### config.mk
export PLATFORM = sky130hd
export DESIGN_NAME = lap_recall_controller_flat
export DESIGN_NICKNAME = d
export VERILOG_FILES = /design/src/rtl/lap_recall_controller_pkg.sv /design/src/rtl/lap_recall_controller_if.sv /design/src/rtl/lap_recall_controller_lap_buffer.sv /design/src/rtl/lap_recall_controller.sv /design/src/flat_wrapper.sv
export SDC_FILE = /design/constraint.sdc
export NUM_CORES = 1
export LEC_CHECK = 0
export CAP_MARGIN = 20
export CORE_MARGIN = 8
export CORE_UTILIZATION = 33
export CTS_BUF_LIST = sky130_fd_sc_hd__clkbuf_16
export CTS_CLUSTER_SIZE = 28
export DETAILED_ROUTE_END_ITERATION = 16
export PLACE_DENSITY_LB_ADDON = 0.2
export SYNTH_ARGS = -nofsm -noshare
export SYNTH_HDL_FRONTEND = slang
export SYNTH_SLANG_ARGS = --single-unit
### constraint.sdc
create_clock -name clk -period 3.3 [get_ports clk]
set_input_delay 0.66 -clock clk [delete_from_list [all_inputs] [get_ports clk]]
set_output_delay 0.66 -clock clk [all_outputs]
set_load 0.05 [all_outputs]
### src/rtl/lap_recall_controller_pkg.sv
// Shared types and defaults for the stopwatch lap capture / recall block.
package lap_recall_controller_pkg;

    localparam int TIME_W_DEF = 24;
    localparam int DEPTH_DEF  = 4;
    localparam int BCD_DIGITS = TIME_W_DEF / 4;

    typedef enum logic [1:0] {
        ST_LIVE   = 2'd0,
        ST_HOLD   = 2'd1,
        ST_RECALL = 2'd2
    } lap_state_t;

endpackage

### src/rtl/lap_recall_controller_if.sv
// Key/timer inputs and display/lap-status outputs of the lap recall controller.
interface lap_recall_controller_if
    import lap_recall_controller_pkg::*;
#(
    parameter int DEPTH  = DEPTH_DEF,
    parameter int TIME_W = TIME_W_DEF
) ();
    localparam int CW = $clog2(DEPTH + 1);

    logic              key_d_pulse;
    logic              tick_in;
    logic              timer_running_in;
    logic              timer_reset_cmd_in;
    logic [TIME_W-1:0] time_bcd_in;
    logic [TIME_W-1:0] display_bcd_out;
    logic [CW-1:0]     lap_index_out;
    logic [CW-1:0]     lap_count_out;
    logic              recall_mode_out;
    logic              lap_full_out;

    modport master (
        output key_d_pulse, tick_in, timer_running_in, timer_reset_cmd_in, time_bcd_in,
        input  display_bcd_out, lap_index_out, lap_count_out, recall_mode_out, lap_full_out
    );

    modport slave (
        input  key_d_pulse, tick_in, timer_running_in, timer_reset_cmd_in, time_bcd_in,
        output display_bcd_out, lap_index_out, lap_count_out, recall_mode_out, lap_full_out
    );
endinterface

### src/rtl/lap_recall_controller_lap_buffer.sv
// Lap snapshot store: one synchronous write port, one asynchronous read port.
module lap_buffer #(
    parameter int DEPTH  = 4,
    parameter int TIME_W = 24,
    parameter int AW     = 3
) (
    input  logic              clk,
    input  logic              we_i,
    input  logic [AW-1:0]     waddr_i,
    input  logic [TIME_W-1:0] wdata_i,
    input  logic [AW-1:0]     raddr_i,
    output logic [TIME_W-1:0] rdata_o
);
    // Storage is rounded up to a power of two so the slice index is exact width.
    localparam int IW = (DEPTH > 1) ? $clog2(DEPTH) : 1;
    localparam logic [AW-1:0] DEPTH_C = AW'(DEPTH);

    logic [TIME_W-1:0] mem_q [2**IW];

    always_ff @(posedge clk) begin
        if (we_i && (waddr_i < DEPTH_C)) begin
            mem_q[waddr_i[IW-1:0]] <= wdata_i;
        end
    end

    assign rdata_o = (raddr_i < DEPTH_C) ? mem_q[raddr_i[IW-1:0]] : '0;

endmodule

### src/rtl/lap_recall_controller.sv
// Lap capture / recall sequencer and display arbiter between live time and lap slots.
//
//   state  | meaning
//   LIVE   | display follows time_bcd_in
//   HOLD   | freshly captured lap shown until HOLD_TICKS ticks elapse
//   RECALL | timer stopped, stepping through stored laps with the key
module lap_recall_controller
    import lap_recall_controller_pkg::*;
#(
    parameter int DEPTH      = DEPTH_DEF,
    parameter int TIME_W     = TIME_W_DEF,
    parameter int HOLD_TICKS = 200
) (
    input  logic                   clk,
    input  logic                   reset_n,
    lap_recall_controller_if.slave bus
);
    localparam int CW = $clog2(DEPTH + 1);
    localparam int HW = $clog2(HOLD_TICKS + 1);
    localparam logic [CW-1:0] DEPTH_C = CW'(DEPTH);
    localparam logic [HW-1:0] HOLD_C  = HW'(HOLD_TICKS);

    lap_state_t        state_q, state_d;
    logic [CW-1:0]     count_q, count_d;
    logic [CW-1:0]     rd_idx_q, rd_idx_d;
    logic [HW-1:0]     hold_q, hold_d;
    logic [TIME_W-1:0] snap_q, snap_d;
    logic [TIME_W-1:0] display_q, display_d;
    logic [CW-1:0]     lap_index_q, lap_index_d;
    logic              recall_q, recall_d;
    logic              full_q, full_d;

    logic              buf_we;
    logic [TIME_W-1:0] buf_rdata;
    logic              capture_ok;

    lap_buffer #(
        .DEPTH  (DEPTH),
        .TIME_W (TIME_W),
        .AW     (CW)
    ) u_lap_buffer (
        .clk     (clk),
        .we_i    (buf_we),
        .waddr_i (count_q),
        .wdata_i (bus.time_bcd_in),
        .raddr_i (rd_idx_d),
        .rdata_o (buf_rdata)
    );

    assign capture_ok = bus.key_d_pulse && bus.timer_running_in && (count_q < DEPTH_C);

    always_comb begin
        state_d  = state_q;
        count_d  = count_q;
        rd_idx_d = rd_idx_q;
        hold_d   = hold_q;
        snap_d   = snap_q;
        buf_we   = 1'b0;

        if (bus.timer_reset_cmd_in) begin
            state_d = ST_LIVE;
            count_d = '0;
            hold_d  = '0;
        end else begin
            unique case (state_q)
                ST_LIVE: begin
                    if (capture_ok) begin
                        buf_we  = 1'b1;
                        snap_d  = bus.time_bcd_in;
                        count_d = count_q + CW'(1);
                        hold_d  = HOLD_C;
                        state_d = ST_HOLD;
                    end else if (bus.key_d_pulse && !bus.timer_running_in
                                 && (count_q != '0)) begin
                        rd_idx_d = '0;
                        state_d  = ST_RECALL;
                    end
                end
                ST_HOLD: begin
                    // A capture outranks a coincident tick: reload, no decrement.
                    if (capture_ok) begin
                        buf_we  = 1'b1;
                        snap_d  = bus.time_bcd_in;
                        count_d = count_q + CW'(1);
                        hold_d  = HOLD_C;
                    end else if (bus.tick_in) begin
                        hold_d = (hold_q != '0) ? hold_q - HW'(1) : '0;
                        if (hold_q <= HW'(1)) begin
                            state_d = ST_LIVE;
                        end
                    end
                end
                ST_RECALL: begin
                    if (bus.timer_running_in) begin
                        state_d = ST_LIVE;
                    end else if (bus.key_d_pulse) begin
                        if (rd_idx_q == count_q - CW'(1)) begin
                            state_d = ST_LIVE;
                        end else begin
                            rd_idx_d = rd_idx_q + CW'(1);
                        end
                    end
                end
                default: begin
                    state_d = ST_LIVE;
                end
            endcase
        end
    end

    always_comb begin
        display_d   = bus.time_bcd_in;
        lap_index_d = '0;
        recall_d    = 1'b0;
        full_d      = (count_d == DEPTH_C);
        unique case (state_d)
            ST_HOLD: begin
                display_d   = snap_d;
                lap_index_d = count_d;
            end
            ST_RECALL: begin
                display_d   = buf_rdata;
                lap_index_d = rd_idx_d + CW'(1);
                recall_d    = 1'b1;
            end
            default: begin
                display_d   = bus.time_bcd_in;
                lap_index_d = '0;
            end
        endcase
    end

    always_ff @(posedge clk or negedge reset_n) begin
        if (!reset_n) begin
            state_q     <= ST_LIVE;
            count_q     <= '0;
            rd_idx_q    <= '0;
            hold_q      <= '0;
            snap_q      <= '0;
            display_q   <= '0;
            lap_index_q <= '0;
            recall_q    <= 1'b0;
            full_q      <= 1'b0;
        end else begin
            state_q     <= state_d;
            count_q     <= count_d;
            rd_idx_q    <= rd_idx_d;
            hold_q      <= hold_d;
            snap_q      <= snap_d;
            display_q   <= display_d;
            lap_index_q <= lap_index_d;
            recall_q    <= recall_d;
            full_q      <= full_d;
        end
    end

    assign bus.display_bcd_out = display_q;
    assign bus.lap_index_out   = lap_index_q;
    assign bus.lap_count_out   = count_q;
    assign bus.recall_mode_out = recall_q;
    assign bus.lap_full_out    = full_q;

endmodule
### src/flat_wrapper.sv
// flat-port wrapper written by rule: the top's interface ports become plain ports
module lap_recall_controller_flat import lap_recall_controller_pkg::*;
#(
    parameter int DEPTH      = DEPTH_DEF,
    parameter int TIME_W     = TIME_W_DEF,
    parameter int HOLD_TICKS = 200
)
  (clk, reset_n, bus_key_d_pulse, bus_tick_in, bus_timer_running_in, bus_timer_reset_cmd_in, bus_time_bcd_in, bus_display_bcd_out, bus_lap_index_out, bus_lap_count_out, bus_recall_mode_out, bus_lap_full_out);
  lap_recall_controller_if #(.DEPTH(DEPTH), .TIME_W(TIME_W)) bus_i ();
  input  logic clk;
  input  logic reset_n;
  input wire logic [$bits(bus_i.key_d_pulse)-1:0] bus_key_d_pulse;
  input wire logic [$bits(bus_i.tick_in)-1:0] bus_tick_in;
  input wire logic [$bits(bus_i.timer_running_in)-1:0] bus_timer_running_in;
  input wire logic [$bits(bus_i.timer_reset_cmd_in)-1:0] bus_timer_reset_cmd_in;
  input wire logic [$bits(bus_i.time_bcd_in)-1:0] bus_time_bcd_in;
  output wire logic [$bits(bus_i.display_bcd_out)-1:0] bus_display_bcd_out;
  output wire logic [$bits(bus_i.lap_index_out)-1:0] bus_lap_index_out;
  output wire logic [$bits(bus_i.lap_count_out)-1:0] bus_lap_count_out;
  output wire logic [$bits(bus_i.recall_mode_out)-1:0] bus_recall_mode_out;
  output wire logic [$bits(bus_i.lap_full_out)-1:0] bus_lap_full_out;
  assign bus_i.key_d_pulse = bus_key_d_pulse;
  assign bus_i.tick_in = bus_tick_in;
  assign bus_i.timer_running_in = bus_timer_running_in;
  assign bus_i.timer_reset_cmd_in = bus_timer_reset_cmd_in;
  assign bus_i.time_bcd_in = bus_time_bcd_in;
  assign bus_display_bcd_out = bus_i.display_bcd_out;
  assign bus_lap_index_out = bus_i.lap_index_out;
  assign bus_lap_count_out = bus_i.lap_count_out;
  assign bus_recall_mode_out = bus_i.recall_mode_out;
  assign bus_lap_full_out = bus_i.lap_full_out;
  lap_recall_controller #(.DEPTH(DEPTH), .TIME_W(TIME_W), .HOLD_TICKS(HOLD_TICKS)) u_core (.clk(clk), .reset_n(reset_n), .bus(bus_i));
endmodule
Word-level counts from Yosys, hierarchy flattened
Memories as Yosys holds them, arrays and structs flattened.
Index checks and enable logic that the tools add are counted.
{"block": "op_classes", "add_sub_neg": 5, "n_mul": 0, "div": 0, "order_cmp": 3, "eq_ne": 8, "shift": 0, "n_mux": 38, "bitwise_logic": 0, "n_reduce_logical": 12}
{"operator": "$mux W24", "count": 4}
{"operator": "$pmux W24 S2", "count": 1}
{"operator": "$mux W8", "count": 5}
{"operator": "$mux W3", "count": 9}
{"operator": "$mux W2", "count": 9}
{"operator": "$pmux W8 S2", "count": 1}
{"operator": "$pmux W3 S2", "count": 2}
{"operator": "$add A3 B1 Y3 const B", "count": 3}
{"operator": "$le A8 B1 Y1 const B", "count": 1}
{"operator": "$reduce_bool A8 Y1", "count": 1}
{"operator": "$sub A8 B1 Y8 const B", "count": 1}
{"operator": "$lt A3 B3 Y1 const B", "count": 2}
{"operator": "$mux W1", "count": 6}
{"operator": "$pmux W2 S3", "count": 1}
{"operator": "$reduce_bool A3 Y1", "count": 2}
{"operator": "$logic_and A1 B1 Y1", "count": 5}
{"operator": "$eq A2 B1 Y1 const B", "count": 2}
{"operator": "$eq A2 B2 Y1 const B", "count": 2}
{"operator": "$ne A4 B3 Y1 const B", "count": 1}
{"operator": "$eq A3 B3 Y1", "count": 1}
{"operator": "$eq A3 B3 Y1 const B", "count": 1}
{"operator": "$ne A3 B2 Y1 const B", "count": 1}
{"operator": "$reduce_and A3 Y1", "count": 1}
{"operator": "$sub A3 B1 Y3 const B", "count": 1}
{"operator": "3 further kinds", "count": 3}
{"block": "totals", "reg_bits": 69, "latch_bits": 0, "ram_bits": 96, "rom_bits": 0, "in_bits": 30, "out_inout_bits": 32, "wordCells": 76, "memories": 1}
{"name": "u_core.u_lap_buffer.mem_q", "depth": 4, "word_bits": 24, "read_ports": 1, "rd_ports_with_merged_regs": 0, "wr": 1, "line_no": "lap_recall_controller_lap_buffer.sv:18", "source": "logic [TIME_W-1:0] mem_q [2**IW];"}

Depth between registers and ports, before layout
Gate-level depths: netlist of the first run.
{"block": "logic_depth", "word_depth": 10, "mapped_depth": 14, "mapped_depth_nobuf": 12}

Cells and area by module
From an unflattened synthesis of the first run, not the netlist that was laid out.
{"block": "unflattened", "hier_cells": 483, "hier_area_um2": 7110.6}
{"module": "lap_buffer", "instances": 1, "cells_per_inst": 186, "area_per_inst_um2": 3704.8, "seq_area_each_um2": 2882.8}
{"module": "lap_recall_controller", "instances": 1, "cells_per_inst": 297, "area_per_inst_um2": 3405.8, "seq_area_each_um2": 1726.7}

Least setup slack after synthesis of the first run
OpenSTA, ideal clock, no wires.
{"block": "synth_timing", "path_kind": "register -> register", "start": "register u_core.count_q[0] (netlist: u_core.bus.lap_count_out[0])", "end": "register u_core.display_q[0] (netlist: u_core.bus.display_bcd_out[0])", "setup_ns": 0.130, "t_arrival_ns": 3.289, "required_ns": 3.170, "setup_slack_ns": -0.119, "stages_incl_launch_ff": 15, "n_path_buf": 2, "synth_period_minus_slack_ns": 3.419, "cell_sequence": "dfrtp_1 -> inv_1 -> ha_1 -> xor3_1 -> and3b_1 -> nand2_1 -> a21boi_0 -> a211o_1 -> inv_1 -> ha_1 -> clkbuf_1 -> buf_1 -> o2bb2ai_1 -> a22oi_1 -> o31ai_2"}
{"block": "synth_via", "word_cells_on_any_way": 30, "classes_between": "add/sub: 1; order compare: 2; eq/ne: 3; mux: 20; reduce/logical: 3; memory: 1"}
{"element": "start: declaration", "line_no": "lap_recall_controller.sv:24", "source": "logic [CW-1:0] count_q, count_d;"}
{"element": "start signal: assignment", "line_no": "lap_recall_controller.sv:146", "source": "count_q <= count_d;"}
{"element": "$sub A3 B1 Y3", "line_no": "lap_recall_controller.sv:97", "source": "if (rd_idx_q == count_q - CW'(1)) begin"}
{"element": "$eq A3 B3 Y1", "line_no": "lap_recall_controller.sv:97"}
{"element": "$mux W2", "line_no": "lap_recall_controller.sv:97"}
{"element": "$mux W2", "line_no": "lap_recall_controller.sv:96", "source": "end else if (bus.key_d_pulse) begin"}
{"element": "$mux W2", "line_no": "lap_recall_controller.sv:94", "source": "if (bus.timer_running_in) begin"}
{"element": "$pmux W2 S3 (*)", "line_no": "lap_recall_controller.sv:65", "source": "unique case (state_q)"}
{"element": "$mux W2 (*)", "line_no": "lap_recall_controller.sv:60", "source": "if (bus.timer_reset_cmd_in) begin"}
{"element": "net u_core.state_d[1]", "line_no": "lap_recall_controller.sv:23", "source": "lap_state_t state_q, state_d;"}
{"element": "$eq A2 B2 Y1 / $eq A2 B1 Y1 (equally long branches)", "line_no": "lap_recall_controller.sv:116", "source": "unique case (state_d)"}
{"element": "$pmux W24 S2 (*)", "line_no": "lap_recall_controller.sv:116"}
{"element": "net u_core.display_d[0]", "line_no": "lap_recall_controller.sv:28", "source": "logic [TIME_W-1:0] display_q, display_d;"}
{"element": "end signal: assignment", "line_no": "lap_recall_controller.sv:150", "source": "display_q <= display_d;"}
{"element": "end: declaration", "line_no": "lap_recall_controller.sv:28"}
The timed path passes the listed nets; every way through them passes the cells marked *.
A chain may end at the register's enable or synchronous reset.

Final worst setup path of the first run
{"block": "layout_timing", "start": "input bus_timer_running_in", "end": "register u_core.display_q[7] (netlist: u_core.bus.display_bcd_out[7])"}
{"block": "layout_via", "word_cells_on_any_way": 25, "classes_between": "order compare: 1; eq/ne: 2; mux: 16; reduce/logical: 5; memory: 1"}
{"element": "start: declaration", "line_no": "flat_wrapper.sv:14", "source": "input wire logic [$bits(bus_i.timer_running_in)-1:0] bus_timer_running_in;"}
{"element": "$logic_not A1 Y1", "line_no": "lap_recall_controller.sv:73", "source": "end else if (bus.key_d_pulse && !bus.timer_running_in"}
{"element": "$logic_and A1 B1 Y1", "line_no": "lap_recall_controller.sv:73"}
{"element": "$logic_and A1 B1 Y1", "line_no": "lap_recall_controller.sv:74", "source": "&& (count_q != '0)) begin"}
{"element": "$mux W2", "line_no": "lap_recall_controller.sv:73"}
{"element": "$mux W2", "line_no": "lap_recall_controller.sv:67", "source": "if (capture_ok) begin"}
{"element": "$pmux W2 S3 (*)", "line_no": "lap_recall_controller.sv:65"}
{"element": "$mux W2 (*)", "line_no": "lap_recall_controller.sv:60"}
{"element": "net u_core.state_d[1]", "line_no": "lap_recall_controller.sv:23"}
{"element": "$eq A2 B2 Y1 / $eq A2 B1 Y1 (equally long branches)", "line_no": "lap_recall_controller.sv:116"}
{"element": "$pmux W24 S2 (*)", "line_no": "lap_recall_controller.sv:116"}
{"element": "net u_core.display_d[7]", "line_no": "lap_recall_controller.sv:28"}
Marked as above.

==> out/summary.txt, run 1 <==
Critical path type: in2reg
RSZ-0062 raised after global routing: false
Cts hold-fix bufs: 0
Status: completed
Core box area: 0.02169 sq mm
Psw: 1.628 mW
Clock root cell: clkbuf_16
Static leakage: 3.540 nW
Crit-path max FO: 18
Hold_ws: 348.4 ps
H-tree depth: 4
Worst EP arrival: 3510 ps
Fraction of registers with async set or reset after synthesis: 0.4182
Part of the cycle the worst path needs: 0.9632
Max stage delay on crit path: 540 ps
Logic pwr share: 0.205
Fin. Hold Viols: 0
Layout cells sized above 1: 0.1554
Synth-to-Final Area Change: 25.93%
Antenna-violating nets left: 0
Initial Util: 0.3336
Skew-Pair Late Insertion Delay: 430 ps
Post-detail-place hpwl: 11170 microns
Clk pin slew, worst setup/hold paths: 70 ps
Post-Syn Area: 0.007234 sq mm
Avg Inst Size Synth: 12.58 sq um
Slew margin rel.: 0.3604
Main synth FF type: edfxtp_1
Slew of the pin with the lowest slew margin: 959.5 ps
Wire length on met2: 9137 microns
Ant. Diodes: 0
VDD IR max: 0.3744 mV
Largest net degree at the start of global routing: 70
Cell chain of the critical path: clkdlybuf4s50_1 -> or4b_4 -> or2_4 -> a21boi_0 -> a211o_1 -> inv_2 -> ha_4 -> nand2b_1 -> or2_4 -> buf_12 -> o31ai_2
Initial DRC count: 276
Mapped Nets: 616
Distinct cell type count after synthesis: 50
Pre-antenna DRT Iters: 5
Post-Route WL: 18210 microns
Clock buffer depth: 2
Worst path required time: 3630 ps
Post-synth EDFFs: 96
Vias in the first global route: 5160
Delay-heaviest family, CP: simple AND/OR/NAND/NOR gates
Final min period: 3179 ps
Synth warn: 0
Antenna violations before repair: 0
Met3 Wirelength: 735 microns
Vias/cell: 5.182
Slowest-stage cell, CP: or4b_4
Die W: 164.1 microns
DIE AREA: 0.02692 sq mm
Clock Power Share: 0.376
Power Dens Cells: 620.4 mW/mm^2
NumNets Final: 691
TritonCTS buffer count: 17
Post-Syn Instances: 575
First-pass GRT wire length: 29160 microns
Final setup viols: 0
Placer Congestion: 0.7675
Worst hold path class: in2async
Multi-input logic area: 0.002461 sq mm
Wl on met1: 8095 microns
Worst path bufs/invs: 3
Reg power frac: 0.418
Pint: 4.024 mW
Total clock sinks: 165
Final Max Tran Viols: 0
Cell row count: 54
Ports: 62
Clk_skew: 7.069 ps
Vias: 4887
Port Buffers: 61
Total track usage: 0.1429
Worst setup SP type: primary input
CP most frequent cell: or2_4
DR DRC count: 0
Total gr overflow: 0
Storage cell area: 0.004612 sq mm
# fillers: 2015
Register bit total from synthesis: 165
CP Capture Type: register
TritonCTS clock tree: yes
Fin util: 0.4200
Setup Buffers After CTS: 0
Max Freq: 314.6 MHz
Max-cap violations: 0
Chip height: 164.1 microns
Switching Fraction: 0.2880
Post-DR wirelength/cell: 19.31 microns
Top Layer Used: met4
Seq/Total Area, Yosys: 0.6371
## through the flow
step / std cells / area, sq um / TNS (ps) / power [mW] / setup slack [ps]
after global placement: 911 / 8427 / -8703 / 3.539 / -377.7
after CTS: 943 / 9059 / 0 / 5.701 / 29.08
after global routing: 943 / 9110 / 0 / 5.917 / 35.65
after floorplan: 575 / 7237 / 0 / 3.135 / 81.99
final: 943 / 9110 / 0 / 5.652 / 121.3
after detailed placement: 911 / 8427 / -9735 / 3.565 / -451.6
## final timing paths
| check | endpoint | slack, ps | from | cells after the start |
|---|---|---|---|---|
| worst max-delay path | u_core.bus.display_bcd_out[7]$_DFF_PN0_ | 120 | bus_timer_running_in | 11 |
| worst min-delay path | u_core.bus.lap_full_out$_DFF_PN0_ | 350 | reset_n | 1 |
| worst max register to register | u_core.bus.display_bcd_out[14]$_DFF_PN0_ | 250 | u_core.bus.lap_count_out[1]$_DFF_PN0_ | 14 |
| worst min register to register | u_core.snap_q[8]$_DFF_PN0_ | 460 | u_core.snap_q[8]$_DFF_PN0_ | 2 |
| max in group asynchronous | u_core.bus.lap_count_out[0]$_DFF_PN0_ | 2250 | reset_n | 1 |
| min in group clk | u_core.snap_q[8]$_DFF_PN0_ | 460 | u_core.snap_q[8]$_DFF_PN0_ | 2 |
## synthesized netlist by cell type (all sizes together), types with 5 or more instances
| library cell | instances | area share |
|---|---|---|
| o31ai | 28 | 0.043 |
| a211oi | 50 | 0.052 |
| a22oi | 24 | 0.025 |
| clkbuf | 30 | 0.016 |
| ha | 11 | 0.019 |
| edfxtp | 96 | 0.40 |
| nand2 | 85 | 0.044 |
| nor2 | 16 | 0.0083 |
| o2bb2ai | 21 | 0.025 |
| o21ai | 13 | 0.0090 |
| dfrtp | 69 | 0.24 |
| and2 | 5 | 0.0043 |
| and3 | 49 | 0.042 |
| a21oi | 5 | 0.0035 |
| buf | 12 | 0.011 |
| inv | 10 | 0.0052 |
| nor3 | 7 | 0.0055 |
## cell families after synthesis
kind of cell | share of synthesized area
AOI/OAI and AO/OA | 0.1719
and+or+nand+nor | 0.1323
DFF | 0.6371
adders and majority gates | 0.01902
xor gates and xnor gates | 0.008129
buffers and inverters | 0.03148
## power groups by stage
| stage | clock, mW | combinational [mW] | sequential [mW] |
|---|---|---|---|
| final | 2.13 | 1.16 | 2.37 |
| after global routing | 2.26 | 1.28 | 2.38 |
| after floorplan | 0 | 0.627 | 2.51 |
| after global placement | 0 | 1.13 | 2.41 |
| after CTS | 2.17 | 1.16 | 2.37 |
| after detailed placement | 0 | 1.16 | 2.41 |
## routing by layer
metal / global-route usage / vias up
met1: 0.1780 / 2453
met5: 0 / -
li1: - / 2328
met4: 0.04380 / 0
met3: 0.03609 / 17
met2: 0.2396 / 89
## layout make-up
type,instances,share of cell area
inverter,10,0.004120
sequential,165,0.5062
clock buffer,17,0.04670
tap,280,0.03846
clock inverter,15,0.02225
multi-input combinational,358,0.2702
timing repair buffer,98,0.1121
## placed cells by master, fill, tap and decap left out, types with 2 or more instances in the layout
master           synthesis  layout
nor3_1                   6       6
nor3b_1                  4       4
ha_1                    11      10
a22oi_1                 24      24
o2bb2ai_1               21      21
and3_1                  49      49
dfrtp_2                  0       2
buf_4                    0      27
o31ai_4                  0       2
or2_4                    1       2
or3_1                    2       2
buf_12                   0      10
clkdlybuf4s50_1          0      59
xor2_1                   2       2
nor2_1                  16      15
dfrtp_1                 69      67
and2_1                   5       5
o21ai_0                 12      12
nand2b_1                 4       4
inv_1                    9       9
xnor2_1                  2       2
or4_1                    2       2
a211oi_1                50      50
a21oi_1                  5       5
o31ai_2                 20      18
a21o_1                   2       2
bufinv_16                0       4
nand2_1                 85      85
inv_6                    0       4
o31ai_1                  8       8
clkbuf_16                0      17
inv_2                    1       2
edfxtp_1                96      96
nor2b_1                  4       4
nand3b_1                 3       3
clkinvlp_4               0       2
## sequential cells by signal, summed over array words and instances, names as in the netlist
signal / flops
u_core.snap_q: 24
u_core.bus.lap_index_out: 3
u_core.bus.lap_count_out: 3
u_core.bus.recall_mode_out: 1
u_core.u_lap_buffer.mem_q: 96
u_core.bus.lap_full_out: 1
u_core.bus.display_bcd_out: 24
u_core.rd_idx_q: 3
u_core.state_q: 2
u_core.hold_q: 8
## timing repair
item	4_1_cts	5_1_grt
pin swaps	0	0
resized for setup	1	10
setup endpoints to repair	2	24
(Power assumes the default switching activity.)
==> run 2, diff against run 1 <==
ABC_AREA = 0   (was unset)
ABC_CLOCK_PERIOD_IN_PS = 3300   (was unset)
PLACE_DENSITY_LB_ADDON = unset   (was 0.2)
==> out/summary.txt, run 2 (synthesized netlist as in run 1, its figures left out) <==
Status: completed
Max Freq: 325.3 MHz
Final TNS setup: 0 ps
Fin util: 0.4187
Slew of the pin with the lowest slew margin: 942.9 ps
Clock root cell: clkbuf_16
DR DRC count: 0
Vias: 4950
Clk_skew: 8.342 ps
Post-detail-place hpwl: 11060 microns
Final setup viols: 0
Commonest non-fill, non-tap cell in the layout: edfxtp_1
Largest net degree at the start of global routing: 70
Synth-to-Final Area Change: 25.51%
Critical path type: reg2reg
Placer Congestion: 0.8553
Clock buffer depth: 2
Hold_ws: 396.7 ps
Antenna-violating nets left: 0
Cell row count: 54
VDD IR max: 0.3270 mV
DIE AREA: 0.02692 sq mm
Skew-Pair Late Insertion Delay: 420 ps
CP Capture Type: register
Total gr overflow: 0
RSZ-0062 raised after global routing: false
Ports: 62
Antenna violations before repair: 1
Vias in the first global route: 4966
Part of the cycle the worst path needs: 0.9315
Max-cap violations: 0
TritonCTS clock tree: yes
TritonCTS buffer count: 17
Setup Buffers After CTS: 0
Initial DRC count: 462
Power Dens Cells: 610.2 mW/mm^2
First-pass GRT wire length: 27880 microns
Cts hold-fix bufs: 0
Final Max Tran Viols: 0
Reg power frac: 0.427
Clock Power Share: 0.357
Clk pin slew, worst setup/hold paths: 60 ps
Core box area: 0.02169 sq mm
Chip height: 164.1 microns
Vias/cell: 5.266
Port Buffers: 61
Crit-path max FO: 12
Initial Util: 0.3336
Slew margin rel.: 0.3714
Pint: 3.936 mW
Switching Fraction: 0.2896
Worst hold path class: in2async
Commonest cells after routing, fill and taps aside: 96 x edfxtp_1, 85 x nand2_1, 67 x dfrtp_1
Worst EP arrival: 3400 ps
Worst path required time: 3620 ps
Fin. Hold Viols: 0
Logic pwr share: 0.216
Total clock sinks: 165
Layout cells sized above 1: 0.1530
Ant. Diodes: 0
Post-DR wirelength/cell: 19.24 microns
Max FFs per register: 96
NumNets Final: 688
Worst setup SP type: register
Psw: 1.605 mW
Pre-antenna DRT Iters: 6
Final min period: 3074 ps
H-tree depth: 4
Static leakage: 3.541 nW
Die W: 164.1 microns
Post-Route WL: 18080 microns
Total track usage: 0.1343
[run 2: changes by cell type in the layout (fill, tap and decap cells not counted), moves of 2 or more]
cell       change
clkbuf_16      +2
clkinv_4       +3
o31ai_2        +3
o31ai_4        -2
buf_6          +3
bufinv_16      -2
clkinv_2       +2
buf_12         +2
buf_4          -8
[run 2: timing repair]
| action | 4_1_cts | 5_1_grt |
|---|---|---|
| endpoints found under the setup margin | 0 | 24 |
| endpoints found under the hold margin | 0 | 0 |
| gates resized for setup | 0 | 8 |
[run 2: final timing paths]
path | from | end | slack, ps | depth (start not counted)
setup reg to reg | u_core.bus.lap_count_out[1]$_DFF_PN0_ | u_core.bus.display_bcd_out[4]$_DFF_PN0_ | 230 | 13
max in group asynchronous | reset_n | u_core.bus.lap_count_out[0]$_DFF_PN0_ | 2270 | 1
setup / recovery | u_core.bus.lap_count_out[1]$_DFF_PN0_ | u_core.bus.display_bcd_out[4]$_DFF_PN0_ | 230 | 13
min in group clk | u_core.snap_q[11]$_DFF_PN0_ | u_core.snap_q[11]$_DFF_PN0_ | 460 | 2
hold / removal | reset_n | u_core.bus.lap_count_out[1]$_DFF_PN0_ | 400 | 1
hold reg to reg | u_core.snap_q[11]$_DFF_PN0_ | u_core.snap_q[11]$_DFF_PN0_ | 460 | 2
[run 2: layout make-up]
class	instances	area, sq um
inverter	10	37.54
multi-input combinational	358	2435
timing repair buffer	95	1047
sequential	165	4612
tap	280	350.3
clock inverter	14	147.6
clock buffer	18	450.4
fill	1971	12610
[run 2: layer usage]
metal / wire, microns / track usage / part of all wire
met3: 805 / 0.02707 / 0.045
met1: 8086 / 0.1672 / 0.45
met4: 349 / 0.05537 / 0.019
met2: 8828 / 0.2241 / 0.49
met5: 13 / 0 / 0.00072
[run 2: metrics by stage]
step	total power, mW	instance area [sq um]	instances	worst slack (ps)
after floorplan	3.135	7237	575	81.99
final	5.541	9080	940	226.1
after detailed placement	3.591	8434	907	-375.0
after global placement	3.554	8434	907	-345.3
after CTS	5.571	9032	939	43.49
after global routing	5.775	9080	940	39.40
[run 2: worst max-delay path, cell delays in order (launching register included)]
cell and delay [ps]:
dfrtp_2 420, inv_2 80, ha_1 190, xor3_1 350
and3b_2 310, nand2_1 60, a21boi_0 180, a211o_1 170
inv_1 70, ha_1 290, nand2b_1 160, or2_1 250
buf_6 190, o31ai_2 260
[run 2: power groups by stage]
stage	Sequential, mW	Combinational [mW]	Clock [mW]
floorplan	2.51	0.627	0
global placement	2.41	1.15	0
detailed placement	2.41	1.18	0
CTS	2.37	1.19	2.02
global route	2.38	1.30	2.10
finish	2.37	1.19	1.98
